==> src/rtl/fetch_pkg.sv <==
// fetch_pkg: shared sizes, NOP encoding and the FIFO entry layout for the fetch stage.
package fetch_pkg;
    localparam int DEPTH = 4;
    localparam int XLEN = 32;
    localparam int PC_W = 10;
    localparam int IADDR_W = 8;
    localparam int CNT_W = $clog2(DEPTH + 1);
    localparam logic [CNT_W-1:0] FULL = CNT_W'(DEPTH);
    localparam logic [XLEN-1:0] NOP = 32'h0000_0013;
    typedef struct packed {
        logic [PC_W-1:0] pc;
        logic [XLEN-1:0] instr;
    } entry_t;
endpackage

==> src/rtl/fetch_fifo.sv <==
// fetch_fifo: in-order circular queue with clear; head shows the oldest entry.
module fetch_fifo #(
    parameter int DEPTH = 4,
    parameter int WIDTH = 8,
    parameter int CNT_W = $clog2(DEPTH + 1)
) (
    input  logic             clk,
    input  logic             reset,
    input  logic             push,
    input  logic             pop,
    input  logic             clear,
    input  logic [WIDTH-1:0] din,
    output logic [WIDTH-1:0] head,
    output logic [CNT_W-1:0] count
);
    localparam int PTR_W = (DEPTH > 1) ? $clog2(DEPTH) : 1;
    localparam logic [CNT_W-1:0] FULL = CNT_W'(DEPTH);
    localparam logic [PTR_W-1:0] LAST = PTR_W'(DEPTH - 1);

    logic [WIDTH-1:0] mem [DEPTH];
    logic [PTR_W-1:0] rd, wr;
    logic do_push, do_pop;

    function automatic logic [PTR_W-1:0] nxt(input logic [PTR_W-1:0] p);
        return (p == LAST) ? '0 : p + 1'b1;
    endfunction

    assign do_pop = pop && (count != '0);
    assign do_push = push && (count != FULL);
    assign head = mem[rd];

    always_ff @(posedge clk or posedge reset) begin
        if (reset) begin
            rd <= '0;
            wr <= '0;
            count <= '0;
        end else if (clear) begin
            rd <= '0;
            wr <= '0;
            count <= '0;
        end else begin
            if (do_push) wr <= nxt(wr);
            if (do_pop) rd <= nxt(rd);
            count <= count + CNT_W'(do_push) - CNT_W'(do_pop);
        end
    end

    always_ff @(posedge clk) begin
        if (do_push && !clear) mem[wr] <= din;
    end
endmodule

==> src/rtl/fetch_unit.sv <==
// fetch_unit: issues imem reads under FIFO credit, queues returns with their pc,
// and hands them to decode with a valid/ready handshake; flush squashes everything.
module fetch_unit
    import fetch_pkg::*;
(
    input  logic               clk,
    input  logic               reset,
    input  logic [PC_W-1:0]    pc_in,
    input  logic               flush,
    output logic               stall_out,
    output logic               imem_en,
    output logic [IADDR_W-1:0] imem_addr,
    input  logic [XLEN-1:0]    imem_rdata,
    output logic [XLEN-1:0]    instr_out,
    output logic [PC_W-1:0]    instr_pc,
    output logic               instr_valid,
    input  logic               instr_ready,
    output logic               misalign_err
);
    logic [CNT_W-1:0] count, credit;
    logic inflight, has_credit, misalign, squash, push, pop;
    logic [PC_W-1:0] inflight_pc;
    entry_t head, ret;

    // An in-flight read is counted as occupied so its return always has a slot.
    assign credit = count + CNT_W'(inflight);
    assign has_credit = credit < FULL;
    assign stall_out = !has_credit;
    assign misalign = pc_in[1:0] != 2'b00;
    assign imem_en = !reset && !flush && !misalign && has_credit;
    assign imem_addr = pc_in[PC_W-1:2];
    assign squash = flush && inflight;
    assign push = inflight && !squash;
    assign instr_valid = count != '0;
    assign pop = instr_valid && instr_ready;
    assign instr_out = instr_valid ? head.instr : NOP;
    assign instr_pc = instr_valid ? head.pc : '0;
    assign ret = '{pc: inflight_pc, instr: imem_rdata};

    always_ff @(posedge clk or posedge reset) begin
        if (reset) begin
            inflight <= 1'b0;
            inflight_pc <= '0;
            misalign_err <= 1'b0;
        end else begin
            inflight <= imem_en;
            if (imem_en) inflight_pc <= pc_in;
            if (!flush && has_credit && misalign) misalign_err <= 1'b1;
        end
    end

    fetch_fifo #(.DEPTH(DEPTH), .WIDTH($bits(entry_t)), .CNT_W(CNT_W)) u_fifo (
        .clk(clk),
        .reset(reset),
        .push(push),
        .pop(pop),
        .clear(flush),
        .din(ret),
        .head(head),
        .count(count)
    );
endmodule

==> config.mk <==
export PLATFORM = sky130hd
export DESIGN_NAME = fetch_unit
export DESIGN_NICKNAME = d
export VERILOG_FILES = /design/src/rtl/fetch_pkg.sv /design/src/rtl/fetch_fifo.sv /design/src/rtl/fetch_unit.sv
export SDC_FILE = /design/constraint.sdc
export NUM_CORES = 1
export LEC_CHECK = 0
export BUFFER_PORTS_ARGS = -buffer_cell sky130_fd_sc_hd__buf_2
export CAP_MARGIN = 20
export CELL_PAD_IN_SITES_DETAIL_PLACEMENT = 0
export CELL_PAD_IN_SITES_GLOBAL_PLACEMENT = 1
export CORE_ASPECT_RATIO = 1.25
export CORE_MARGIN = 2
export CORE_UTILIZATION = 25
export CTS_CLUSTER_DIAMETER = 120
export DETAILED_ROUTE_END_ITERATION = 12
export PLACE_DENSITY = 0.5
export SLEW_MARGIN = 20
export SYNTH_ARGS = -nofsm -noshare
export SYNTH_HDL_FRONTEND = slang
export SYNTH_SLANG_ARGS = --single-unit
==> constraint.sdc <==
create_clock -name clk -period 3 [get_ports clk]
set_clock_uncertainty 0.2 [all_clocks]
set_input_delay 0.45 -clock clk [delete_from_list [all_inputs] [get_ports clk]]
set_output_delay 0.45 -clock clk [all_outputs]
set_load 0.02 [all_outputs]
==> out/qor.yml, run 1 <==
run_status:
  outcome: "complete, no violations"
power:
  leakagePower_nw: 3.14
  peakVddDrop_v: 0.000315
  p_seq_share_pct: 41.7
  combPwrFrac_pct: 25.6
  cellPowerDensity_mw_per_mm2: 827
  internal-power_w: 0.00527
  p_switching_w: 0.00218
  power_switching_share_pct: 29.3
  clock_power_share_pct: 32.7
yosys:
  synth_seq_cells: 187
  synth_async_sr_flop_share_pct: 10.2
  seq_area_frac_synth_pct: 75.8
  synth_area_sq_mm: 0.00729
  yosys-top-cells-area: "edfxtp_1 69%, mux4_2 13%, dfrtp_1 6.5%, and2_1 3.9%, mux2_2 1.2%"
  synthCells: 353
  synth_edf_count: 168
  synth_top_area_share_pct: 69.2
  synth_top_area_cell: "edfxtp_1"
  synthMostInstantiatedCell: "edfxtp_1"
  syn-num-nets: 407
  yosys_warnings: 0
  synth.distinct_cells: 26
  synth_commonest_cells: "168 x edfxtp_1, 45 x and2_1, 42 x mux4_2"
  avgSynthCellArea_sq_um: 20.6
  synthFlopType: "edfxtp_1"
sta:
  setup_violations: 0
  max_freq_ghz: 0.357
  finalHoldViolCount: 0
  finalMaxSlewViolations: 0
  maxSlewHeadroom_pct: 40.0
  period_needed_ns: 2.80
  finalCritPeriodShare_pct: 93.4
  finalSetupTns_ns: 0
  rsz0062_at_grt: "false"
  worst_slew_pin_slew_ns: 0.899
clocking:
  cts_root_buf: "clkbuf_16"
  insertion_delay_ns: 0.43
  cts_tree: "built"
  htreeDepth: 4
  hold_buffers: 0
  cts_buffers: 17
  clkSinkCount: 187
  clock_path_buffers: 2
  clkTransAtPathRegs_ns: 0.07
grt:
  grt_pass1_vias: 3821
  grt_max_degree: 42
  grt_pass1_wl_um: 22800
  antenna_found_initial: 1
  grt_usage_pct: 10.5
  grt_overflow: 0
worst_setup_path:
  cp_data_required_time_ns: 2.35
  arrival_ns: 2.15
  cp_max_fo: 14
  critical_path_class: "flip-flop to output port"
  end_kind: "output port"
  critPathLaunchType: "flip-flop"
final_layout:
  areaGrowthSynthToFinish_pct: 23.6
  regArea_sq_mm: 0.00553
  nNetsFinal: 518
  multi_input_area_sq_mm: 0.00161
  layout-drive-gt1-share_pct: 43.4
  n_fill_cell: 2793
  final_area_sq_mm: 0.00901
routing:
  drc: 0
  drt-vias-per-instance: 4.04
  wirelength_um: 15200
  wl_per_cell_um: 17.5
  vias: 3506
  drtPass1Iterations: 4
  drtIter0Drc: 219
  antenna_left: 0
job:
  maxCapViolCount: 0
floorplanning:
  die_x_um: 157
  ios: 100
  core-area_sq_mm: 0.0286
  die_area_sq_mm: 0.0305
  initial_utilization_pct: 25.5
  num_rows: 69
  fp.dieH_um: 195
place:
  place_congestion: 0.642
  dp_hpwl_um: 9030
  postPlaceCellArea_sq_mm: 0.00832
  numPortBuffers: 99
hold_path:
  min_path_type: "input pin to asynchronous set/reset pin"
==> layer usage <==
| layer | track usage (%) | routed length [um] | vias up |
|---|---|---|---|
| met5 | 0 | 0 | - |
| met4 | 3.77 | 217 | 0 |
| met3 | 3.05 | 579 | 12 |
| met2 | 17.7 | 7750 | 78 |
| met1 | 12.6 | 6610 | 1815 |
| li1 | - | - | 1601 |
==> layout by cell type (no fill, tap or decap), drive strengths merged, types with 4 or more instances in the layout <==
master	count
nand2	4
nor2	6
dfrtp	19
clkinv	6
and2	45
edfxtp	168
mux2	8
ha	7
mux4	42
inv	12
bufinv	5
buf	116
clkbuf	18
==> path summary, 6_finish.rpt <==
| check | slack [ns] | endpoint | startpoint | depth (start not counted) |
|---|---|---|---|---|
| setup / recovery | 0.20 | instr_out[28] | u_fifo.rd[0] | 4 |
| hold / removal | 0.02 | misalign_err | reset | 2 |
| setup reg to reg | 0.35 | u_fifo.count[2] | u_fifo.count[2] | 12 |
| hold reg to reg | 0.27 | misalign_err | misalign_err | 2 |
| max in group asynchronous | 1.93 | u_fifo.rd[0] | reset | 2 |
| min in group clk | 0.03 | u_fifo.mem[0][14] | imem_rdata[14] | 1 |
==> registers in the layout, summed over array words and instances, names as in the netlist <==
| signal | count |
|---|---|
| u_fifo.wr | 2 |
| u_fifo.rd | 2 |
| inflight_pc | 10 |
| misalign_err | 1 |
| u_fifo.count | 3 |
| u_fifo.mem | 168 |
| inflight | 1 |
==> per-stage QoR <==
stage / hold WS, ns / cells / worst slack (ns) / util [%] / total power (W)
floorplan: 0.201 / 353 / 0.178 / - / 0.00438
global placement: 0.255 / 833 / 0.315 / 29.1 / 0.00509
detailed placement: 0.262 / 833 / 0.215 / 29.1 / 0.00510
CTS: 0.00469 / 866 / 0.0494 / 31.5 / 0.00760
global route: 0.0122 / 867 / 0.0651 / 31.5 / 0.00783
finish: 0.0177 / 868 / 0.198 / 31.5 / 0.00745
==> final cells by class <==
| cell class | count | share of cell area, % |
|---|---|---|
| antenna | 1 | 0.0278 |
| multi-input combinational | 132 | 17.8 |
| clock inverter | 14 | 2.39 |
| clock buffer | 18 | 4.76 |
| sequential | 187 | 61.3 |
| tap | 390 | 5.42 |
| inverter | 10 | 0.417 |
| timing repair buffer | 116 | 7.83 |
==> worst max-delay path, stage by stage (launching register included) <==
cell	delay (ns)
dfrtp_4	0.65
buf_4	0.25
mux4_2	0.50
and2_1	0.17
buf_2	0.15
==> power groups by stage <==
stage	sequential (W)	clock [W]	combinational, W
3_5_place_dp	0.00319	0	0.00191
2_1_floorplan	0.00307	0	0.00130
3_3_place_gp	0.00319	0	0.00190
5_1_grt	0.00313	0.00261	0.00208
6_report	0.00311	0.00244	0.00190
4_1_cts	0.00311	0.00251	0.00197
==> kinds of logic (layout without fill, tap and decap cells) <==
family	after synthesis	in the layout	share of synthesized area [%]
and+or+nand+nor	65	65	5.29
xor gates and xnor gates	3	3	0.361
DFF	187	187	75.8
buffers and inverters	34	158	2.35
adders and majority gates	8	8	1.48
muxes	51	51	14.4
other	0	1	0
AOI/OAI and AO/OA	5	5	0.412
==> repair_timing <==
item                       CTS  global route
pin swaps                    0             1
setup endpoints to repair   21            14
hold endpoints to repair     0             0
buffers inserted             1             1
resized for setup            0             1
Power figures use the tool's default switching activity.
==> run 2: changes to the inputs <==
--- a/config.mk
+++ b/config.mk
@@ -14,7 +14,7 @@
 export CORE_UTILIZATION = 25
 export CTS_CLUSTER_DIAMETER = 120
 export DETAILED_ROUTE_END_ITERATION = 12
-export PLACE_DENSITY = 0.5
+export PLACE_DENSITY = 0.51
 export SLEW_MARGIN = 20
 export SYNTH_ARGS = -nofsm -noshare
 export SYNTH_HDL_FRONTEND = slang
==> out/qor.yml, run 2 (synthesis gave the netlist of run 1 again) <==
floorplanning:
  num_rows: 69  # unchanged
  fp.dieH_um: 195  # unchanged
  die_area_sq_mm: 0.0305  # unchanged
  core-area_sq_mm: 0.0286  # unchanged
  ios: 100  # unchanged
  die_x_um: 157  # unchanged
  initial_utilization_pct: 25.5  # unchanged
clocking:
  clock_path_buffers: 2  # unchanged
  cts_buffers: 17  # unchanged
  insertion_delay_ns: 0.44  # was 0.43 ns
  clkTransAtPathRegs_ns: 0.07  # about the same
  cts_tree: "built"  # unchanged
  htreeDepth: 4  # unchanged
  cts_root_buf: "clkbuf_16"  # unchanged
  clkSinkCount: 187  # unchanged
power:
  leakagePower_nw: 3.11  # was 3.14 nW
  peakVddDrop_v: 0.000493  # was 0.000315 V
  p_total_w: 0.00717  # was 0.00745 W
  cellPowerDensity_mw_per_mm2: 803  # was 827 mW/mm^2
worst_setup_path:
  cp_data_required_time_ns: 2.35  # about the same
  cp_max_fo: 25  # was 14
  critical_path_class: "flip-flop to output port"  # unchanged
  end_kind: "output port"  # unchanged
  critPathLaunchType: "flip-flop"  # unchanged
  arrival_ns: 2.17  # was 2.15 ns
final_layout:
  diodes: 0  # was 1
  final_cell_mix: "168 x edfxtp_1, 99 x buf_2, 42 x mux4_2"  # unchanged
  areaGrowthSynthToFinish_pct: 22.6  # was 23.6%
  top_register: "u_fifo.mem"  # unchanged
  nNetsFinal: 519  # was 518
  final_core_util_pct: 31.3  # was 31.5%
  reg.largest.list: "u_fifo.mem: 168 flops, inflight_pc: 10 flops, u_fifo.count: 3 flops"  # unchanged
  n_fill_cell: 2824  # was 2793
  layout-drive-gt1-share_pct: 43.7  # was 43.4%
  mostFrequentLayoutCell: "edfxtp_1"  # unchanged
  largest_reg_flops: 168  # unchanged
sta:
  finalHoldViolCount: 0  # unchanged
  maxSlewHeadroom_pct: 37.1  # was 40.0%
  setup_violations: 0  # unchanged
  finalMaxSlewViolations: 0  # unchanged
  max_freq_ghz: 0.355  # was 0.357 GHz
  finalCritPeriodShare_pct: 94.0  # was 93.4%
  finalSetupTns_ns: 0  # unchanged
  period_needed_ns: 2.82  # was 2.80 ns
  rsz0062_at_grt: "false"  # unchanged
  worst_slew_pin_slew_ns: 0.943  # was 0.899 ns
routing:
  drtPass1Iterations: 4  # unchanged
  wl_per_cell_um: 18.1  # was 17.5 um
  vias: 3540  # was 3506
  wirelength_met1_um: 6560  # was 6610 um
  top_layer: "met5"  # was met4
  wirelength_um: 15700  # was 15200 um
  route.met3.wl_um: 668  # was 579 um
  drc: 0  # unchanged
  wl_met2_um: 8150  # was 7750 um
  drtIter0Drc: 161  # was 219
  drt-vias-per-instance: 4.08  # was 4.04
  antenna_left: 0  # unchanged
run_status:
  outcome: "complete, no violations"  # unchanged
grt:
  grt_pass1_vias: 3854  # was 3821
  grt_pass1_wl_um: 23500  # was 22800 um
  antenna_found_initial: 1  # unchanged
  grt_usage_pct: 10.9  # was 10.5%
  grt_max_degree: 42  # unchanged
  grt_overflow: 0  # unchanged
hold_path:
  min_path_type: "input pin to asynchronous set/reset pin"  # unchanged
place:
  numPortBuffers: 99  # unchanged
  place_congestion: 0.656  # was 0.642
  dp_hpwl_um: 9410  # was 9030 um
job:
  maxCapViolCount: 0  # unchanged
## run 2: changes by cell type in the layout (fill, tap and decap cells not counted), moves of 2 or more
cell / change
clkinvlp_4: +2
clkinv_1: -2
clkinv_2: +2
bufinv_16: -4
## run 2: what timing repair did
action,4_1_cts,5_1_grt
gates resized for setup,0,0
pin swaps,0,1
setup endpoints to repair,16,1
buffers inserted,1,1
endpoints found under the hold margin,4,0
hold buffers,1,0
## run 2: worst paths after layout
path,cells past startpoint,end,startpoint,slack [ns]
worst max-delay path,4,instr_out[5],u_fifo.rd[1],0.18
worst min-delay path,2,misalign_err,reset,0.02
worst max register to register,12,u_fifo.count[2],u_fifo.count[2],0.33
worst min register to register,2,misalign_err,misalign_err,0.28
max in group asynchronous,2,u_fifo.rd[0],reset,1.88
min in group clk,1,u_fifo.mem[2][8],imem_rdata[8],0.02
## run 2: area by class of cell
| class | count | area, sq um | share of cell area [%] |
|---|---|---|---|
| Clock buffer | 17 | 425 | 4.76 |
| Clock inverter | 15 | 141 | 1.58 |
| Inverter | 10 | 37.5 | 0.420 |
| Multi-Input combinational cell | 132 | 1600 | 17.9 |
| Sequential cell | 187 | 5530 | 61.8 |
| Tap cell | 390 | 488 | 5.46 |
| Timing Repair Buffer | 117 | 716 | 8.01 |
## run 2: per-stage QoR
stage                     cell area (sq um)  hold slack, ns  setup WS (ns)  cells
final                                  8930          0.0231          0.179    868
after global routing                   8930         0.00495         0.0632    868
after CTS                              8930        0.000535        0.00577    867
after detailed placement               8320           0.265          0.277    833
after global placement                 8320           0.260          0.368    833
after floorplan                        7290           0.201          0.178    353
## run 2: where the power goes
part	leakage (nW)	internal [W]	total [W]	switching [W]
clock network	0.273	0.00115	0.00215	0.000997
registers	1.74	0.00297	0.00310	0.000137
logic	1.09	0.000826	0.00192	0.00109
total	3.11	0.00495	0.00717	0.00223
## run 2: metal layers
layer | track usage (%) | vias up
li1 | - | 1600
met1 | 13.2 | 1847
met2 | 18.1 | 74
met3 | 3.03 | 17
met4 | 4.69 | 2
met5 | 0 | -
## run 2: critical path, cell delays in order, from the launching register on
cell and delay [ns]:
dfrtp_2 0.76, buf_12 0.29, mux4_2 0.32, and2_1 0.19, buf_2 0.16
